## src/rtl/board_pkg.sv

```systemverilog
`default_nettype none
// ============================================================================
//  Module      : board_pkg
//  Description : Board-level constants shared by the switch conditioning
//                path (switch count and debounce interval choices).
//  Revision    : 1.0  initial release
// ============================================================================
package board_pkg;

    // Number of slide switches on the board.
    localparam int SW_WIDTH       = 8;

    // Debounce interval in clock cycles: short value for simulation,
    // long value (roughly 5 ms at 100 MHz) for hardware builds.
    localparam int DEBOUNCE_SIM   = 16;
    localparam int DEBOUNCE_BOARD = 500000;

endpackage : board_pkg
`default_nettype wire

```

## src/rtl/debounce_bit.sv

```systemverilog
`default_nettype none
// ============================================================================
//  Module      : debounce_bit
//  Description : Single-bit switch conditioner: two-flop synchronizer,
//                stability counter and one-cycle rise/fall pulses.
//  Ports       : clk       - system clock
//                rst       - synchronous active-high reset
//                i_sw      - raw asynchronous switch level
//                o_sw      - debounced level (registered)
//                o_rise    - one-cycle pulse on debounced 0->1
//                o_fall    - one-cycle pulse on debounced 1->0
//                o_update  - high in the cycle before o_sw changes; driven
//                            only from registers, used by the parent to
//                            register an aggregate change pulse
//  Revision    : 1.0  initial release
// ============================================================================
module debounce_bit #(
    parameter int STABLE_CYCLES = 16
) (
    input  logic clk,
    input  logic rst,
    input  logic i_sw,
    output logic o_sw,
    output logic o_rise,
    output logic o_fall,
    output logic o_update
);

    localparam int CNT_W = $clog2(STABLE_CYCLES + 1);

    // Count value at which the next differing cycle commits the new level.
    localparam logic [CNT_W-1:0] c_CNT_LAST = CNT_W'(STABLE_CYCLES - 1);

    logic             r_s1;
    logic             r_s2;
    logic             r_out;
    logic             r_rise;
    logic             r_fall;
    logic [CNT_W-1:0] r_cnt;

    logic             w_differ;
    logic             w_take;

    assign w_differ = r_s2 ^ r_out;
    assign w_take   = w_differ && (r_cnt == c_CNT_LAST);

    always_ff @(posedge clk) begin
        if (rst) begin
            r_s1   <= 1'b0;
            r_s2   <= 1'b0;
            r_out  <= 1'b0;
            r_rise <= 1'b0;
            r_fall <= 1'b0;
            r_cnt  <= '0;
        end else begin
            r_s1   <= i_sw;
            r_s2   <= r_s1;
            // Pulses are rewritten every edge, so they last exactly one cycle.
            r_rise <= w_take &  r_s2;
            r_fall <= w_take & ~r_s2;
            if (w_take) begin
                r_out <= r_s2;
                r_cnt <= '0;
            end else if (w_differ) begin
                r_cnt <= r_cnt + CNT_W'(1);
            end else begin
                // Any return to the committed level restarts the full count.
                r_cnt <= '0;
            end
        end
    end

    assign o_sw     = r_out;
    assign o_rise   = r_rise;
    assign o_fall   = r_fall;
    assign o_update = w_take;

endmodule : debounce_bit
`default_nettype wire

```

## src/rtl/sw_debounce.sv

```systemverilog
`default_nettype none
// ============================================================================
//  Module      : sw_debounce
//  Description : Multi-bit slide switch debouncer feeding the priority
//                encoder / seven-segment stage. Each bit is conditioned
//                independently; an aggregate change pulse is also produced.
//  Ports       : clk      - system clock
//                rst      - synchronous active-high reset
//                sw_in    - raw asynchronous switch levels [WIDTH]
//                sw_out   - debounced switch levels, registered [WIDTH]
//                rise     - per-bit one-cycle 0->1 pulse [WIDTH]
//                fall     - per-bit one-cycle 1->0 pulse [WIDTH]
//                changed  - one-cycle pulse, equal to |(rise|fall)
//  Revision    : 1.0  initial release
// ============================================================================
module sw_debounce
    import board_pkg::*;
#(
    parameter int WIDTH         = SW_WIDTH,
    parameter int STABLE_CYCLES = DEBOUNCE_SIM
) (
    input  logic             clk,
    input  logic             rst,
    input  logic [WIDTH-1:0] sw_in,
    output logic [WIDTH-1:0] sw_out,
    output logic [WIDTH-1:0] rise,
    output logic [WIDTH-1:0] fall,
    output logic             changed
);

    logic [WIDTH-1:0] w_update;
    logic             r_changed;

    for (genvar gi = 0; gi < WIDTH; gi++) begin : g_bit
        debounce_bit #(
            .STABLE_CYCLES (STABLE_CYCLES)
        ) u_bit (
            .clk      (clk),
            .rst      (rst),
            .i_sw     (sw_in[gi]),
            .o_sw     (sw_out[gi]),
            .o_rise   (rise[gi]),
            .o_fall   (fall[gi]),
            .o_update (w_update[gi])
        );
    end

    // Registered on the same edge as the per-bit pulses, so it always
    // coincides with |(rise|fall) without a combinational OR on outputs.
    always_ff @(posedge clk) begin
        if (rst) begin
            r_changed <= 1'b0;
        end else begin
            r_changed <= |w_update;
        end
    end

    assign changed = r_changed;

endmodule : sw_debounce
`default_nettype wire

```

## config.mk

```make
export PLATFORM = sky130hd
export DESIGN_NAME = sw_debounce
export DESIGN_NICKNAME = d
export VERILOG_FILES = /design/src/rtl/board_pkg.sv /design/src/rtl/debounce_bit.sv /design/src/rtl/sw_debounce.sv
export SDC_FILE = /design/constraint.sdc
export NUM_CORES = 1
export LEC_CHECK = 0
export ABC_CLOCK_PERIOD_IN_PS = 4100
export CAP_MARGIN = 20
export CORE_UTILIZATION = 55
export DETAILED_ROUTE_END_ITERATION = 7
export PLACE_DENSITY_LB_ADDON = 0.12
export SYNTH_ARGS = -nofsm -noshare
export SYNTH_HDL_FRONTEND = slang
export SYNTH_SLANG_ARGS = --single-unit
```

## constraint.sdc

```tcl
create_clock -name clk -period 4.1 [get_ports clk]
set_clock_uncertainty 0.15 [all_clocks]
set_input_delay 0.82 -clock clk [delete_from_list [all_inputs] [get_ports clk]]
set_output_delay 0.82 -clock clk [all_outputs]
set_load 0.01 [all_outputs]
```

Yosys cells after proc, flatten, opt, wreduce, memory -nomap -nowiden
Cells that the tools add are included.
W data, S select, Z words.
- $add $sub $neg: 8
- equality and inequality tests: 8
- bitwise operators: 40
- reduce and logical (&&, ||, !) cells: 17
- operators by type and width (kind ; number):
    $add A5 B1 Y5 const B ; 8
    $eq A5 B4 Y1 const B ; 8
    $reduce_or A3 Y1 ; 8
    $and A1 B1 Y1 ; 16
    $not A1 Y1 ; 16
    $logic_and A1 B1 Y1 ; 8
    $reduce_or A8 Y1 ; 1
    $xor A1 B1 Y1 ; 8
- register bits: 81
- input port bits: 10
- output and inout port bits: 25
- word-level logic and storage cells: 122

Logic depth before layout (Yosys ltp)
- word-level depth: 3
- mapped depth: 6
- mapped depth without buffers: 6

By module
A second synthesis with hierarchy kept.
- cell total of the unflattened synthesis: 260
- area, all modules: 2860.2 um2
- by module, submodules not included (module ; times used ; cells each ; area an instance (um2) ; sequential area each (um2)):
    debounce_bit ; 8 ; 32 ; 352.8 ; 200.2
    sw_debounce ; 1 ; 4 ; 37.5 ; 20.0

Worst setup path before layout
OpenSTA, ideal clock, no wires.
- path kind: register to register
- start point: register g_bit[6].u_bit.r_cnt[0]
- end point: register r_changed, in the netlist changed
- library setup time: 0.125 ns
- arrival time: 1.457 ns
- data required time: 3.825 ns
- path slack: 2.368 ns
- stages on the path, launching flop included: 7
- path buffers: 0
- clock period less this slack: 1.732 ns
- cells stage by stage: dfxtp_1 ha_1 and3_1 ha_1 inv_1 o22ai_1 o41a_1
- longest elaborated chain between the ends: 3
- RTL lines (item ; RTL line ; source):
    from (decl) ; debounce_bit.sv:39 ; logic [CNT_W-1:0] r_cnt;
    from (signal assigned) ; debounce_bit.sv:65 ; r_cnt <= r_cnt + CNT_W'(1);
    $eq A5 B4 Y1 ; debounce_bit.sv:45 ; assign w_take = w_differ && (r_cnt == c_CNT_LAST);
    $logic_and A1 B1 Y1 ; debounce_bit.sv:45 ;
    $reduce_or A8 Y1 ; sw_debounce.sv:54 ; r_changed <= |w_update;
    to (signal assigned) ; sw_debounce.sv:54 ;
    to (decl) ; sw_debounce.sv:32 ; logic r_changed;
No other way between the ends.
A chain may end at the register's enable or synchronous reset.

Worst setup path in the final report
- start point: register g_bit[3].u_bit.r_out
- end point: output sw_out[3]
- RTL lines (item ; RTL line ; source):
    from (decl) ; debounce_bit.sv:36 ; logic r_out;
    from (signal assigned) ; debounce_bit.sv:62 ; r_out <= r_s2;
    to (decl) ; sw_debounce.sv:25 ; output logic [WIDTH-1:0] sw_out,
No word-level cell between the ends.

==> flow_metrics.py <==
metrics = {
    "routing": {
        "drc": 0,
        "vias_per_cell": 4.72,
        "met3_length_um": 200,
        "drt-total-wl_um": 4070,
        "first_iter_violations": 55,
        "wl_met2_um": 1850,
        "routedWlPerCell_um": 10.6,
        "maxUsedRoutingLayer": "met4",
        "antenna_left": 0,
        "met1_length_um": 1950,
        "vias": 1813,
        "first_pass_iters": 4,
    },
    "sta": {
        "period_share": 0.563,
        "finalCriticalPeriod_ns": 2.31,
        "rsz0062_at_grt": "no",
        "max_freq_mhz": 433,
        "timing.slew.headroom": 0.692,
        "slew_viol_final": 0,
        "worst_slew_pin_slew_ns": 0.463,
        "timing_hold_violations_final": 0,
        "setup_viol": 0,
        "postLayoutSetupSlackWorst_ns": 1.79,
        "fin_setup_tns_ns": 0,
    },
    "min_path": {
        "hold_start": "g_bit[7].u_bit.r_s1",
        "min_path_type": "reg2reg",
        "hold-path-cell-count": 1,
    },
    "setup_path": {
        "critPathArrivalTime_ns": 1.34,
        "cp_slowest_stage_delay_ns": 0.57,
        "crit_path_cell_trace": "clkdlybuf4s50_1",
        "cp_num_buf_inv": 1,
        "crit_path_end_kind": "primary output",
        "r2r-start": "g_bit[6].u_bit.r_cnt[0]",
        "critPathSlowestCell": "clkdlybuf4s50_1",
        "criticalPathCategory": "reg2out",
        "reg2reg_depth": 6,
        "startpoint_type": "register",
        "cp_data_required_time_ns": 3.13,
        "critPathLaunch": "g_bit[3].u_bit.o_sw",
        "cp.depth": 1,
        "worstPathMaxFanout": 5,
        "cp_top_family": "buffers and inverters",
    },
    "synthesis": {
        "synth.distinct_cells": 17,
        "yosysSeqAreaShare": 0.532,
        "synth-edff-count": 0,
        "yosysWarnings": 0,
        "synth_commonest_cells": "81 x dfxtp_1, 48 x nor2_1, 25 x inv_1",
        "postSynthAreaPerCell_um2": 10.4,
        "ys_ff_latch": 81,
        "synth-simple-area-share": 0.197,
        "async_flop_share": 0,
        "synth_top_family_by_area": "simple AND/OR/NAND/NOR gates",
        "synthMuxAreaShare": 0.0263,
        "synth_compound_area_frac": 0.0119,
        "synthCells": 292,
        "synth_area_leaders": "dfxtp_1 53%, ha_1 6.6%, buf_4 5.9%",
        "synthAdderAreaFrac": 0.0657,
        "synth.top_cell.area_share": 0.532,
        "synthFlopType": "dfxtp_1",
        "synthXorXnorAreaFrac": 0.0690,
        "synth.net_count": 318,
        "syn_area_mm2": 0.00305,
        "yosysTopAreaCell": "dfxtp_1",
        "yosysMostFrequentCell": "dfxtp_1",
    },
    "cts": {
        "ctsResizeCount": 0,
        "cts_buffer_depth": 2,
        "cts_htree_levels": 3,
        "cts.sinks": 81,
        "cts_tree": "done",
        "path_clk_slew_ns": 0.07,
        "cts_hold_buf": 0,
        "cts-root-buf": "clkbuf_8",
        "post_cts.repair.setup_buffers": 0,
        "clock_latency_ns": 0.34,
        "cts_buffers": 9,
    },
    "power_and_ir_drop": {
        "pwr-share-clk": 0.411,
        "pwr-share-seq": 0.565,
        "combPwrFrac": 0.024,
        "p_per_area_mw_per_mm2": 407,
        "p_leak_nw": 1.27,
        "switching_share": 0.193,
        "p_switching_mw": 0.274,
        "internal-power_mw": 1.15,
        "ir_drop_mv": 0.334,
    },
    "grt": {
        "grt_max_degree": 50,
        "grt_first_pass_wirelength_um": 7060,
        "gr-total-overflow": 0,
        "antenna_found_initial": 0,
        "track_usage": 0.159,
        "grt_pass1_vias": 1658,
    },
    "placed_design": {
        "dp_slack_ns": 1.80,
        "finalWeightedCongestion": 0.661,
        "placed_cells": 368,
        "hpwl_um": 2870,
        "port_buffers": 34,
    },
    "floorplan": {
        "core-area_mm2": 0.00520,
        "num_io_pins": 35,
        "die_height_um": 76.4,
        "rows": 26,
        "die_area_mm2": 0.00584,
        "die_w_um": 76.4,
        "start_util": 0.585,
    },
    "cells_and_area": {
        "nNetsFinal": 335,
        "diodes": 0,
        "areaGrowthSynthToFinish_pct": 14.5,
        "instances_no_fill": 384,
        "drive_gt1_frac": 0.0732,
        "fin_util": 0.670,
    },
    "outcome": {
        "outcome": "finished, final reports clean",
    },
    "job": {
        "cap_violations": 0,
    },
}
-- metrics by stage --
stage | total power, mW | hold slack [ns] | instance area, um^2
floorplan | 0.841 | 0.264 | 3050
global placement | 0.854 | 0.269 | 3280
detailed placement | 0.854 | 0.270 | 3280
CTS | 1.44 | 0.288 | 3490
global route | 1.48 | 0.310 | 3490
finish | 1.42 | 0.285 | 3490
-- final cells by class --
cell class	count	area, um^2
Clock buffer	14	173
Clock inverter	2	35.0
Fill cell	432	1720
Inverter	25	93.8
Multi-Input combinational cell	157	1130
Sequential cell	81	1620
Tap cell	70	87.6
Timing Repair Buffer	35	348
-- per-layer routing --
| layer | global-route usage | up-vias |
|---|---|---|
| met5 | 0 | - |
| met3 | 0.0766 | 6 |
| li1 | - | 962 |
| met2 | 0.252 | 39 |
| met4 | 0.0692 | 0 |
| met1 | 0.181 | 806 |
-- sequential cells by signal (all words and copies together), names as in the netlist --
| signal | cells |
|---|---|
| g_bit.u_bit.o_fall | 8 |
| g_bit.u_bit.r_s1 | 8 |
| g_bit.u_bit.r_cnt | 40 |
| changed | 1 |
| g_bit.u_bit.o_rise | 8 |
| g_bit.u_bit.o_sw | 8 |
| g_bit.u_bit.r_s2 | 8 |
-- path summary, 6_finish.rpt --
path                         end  slack (ns)
max                    sw_out[3]        1.79
min          g_bit[7].u_bit.r_s2        0.28
max reg2reg              changed        2.25
min reg2reg  g_bit[7].u_bit.r_s2        0.28
-- power groups by stage --
stage / Sequential, mW / Combinational (mW) / Clock [mW]
global placement: 0.820 / 0.0337 / 0
detailed placement: 0.820 / 0.0341 / 0
global route: 0.803 / 0.0377 / 0.643
CTS: 0.802 / 0.0342 / 0.605
floorplan: 0.819 / 0.0224 / 0
finish: 0.802 / 0.0339 / 0.584
-- placed cells by master (no fill, tap or decap) --
cell and instances:
bufinv_16 1, o22ai_1 4, inv_1 25, nand3_1 8, mux2i_1 8, nor2b_1 16
or3_4 8, buf_4 1, nor2_1 48, clkinv_2 1, clkdlybuf4s50_1 34, dfxtp_1 81
clkbuf_8 12, nor4b_1 16, o41a_1 1, xnor2_1 16, and3_1 8, xor2_1 8
ha_1 16, clkbuf_1 2
-- logic make-up after synthesis --
logic type | count (synthesis)
buf+inv | 54
simple gates | 104
compound gates | 5
xor+xnor | 24
mux | 8
flops | 81
fa+ha+maj | 16
(Power assumes the default switching activity.)
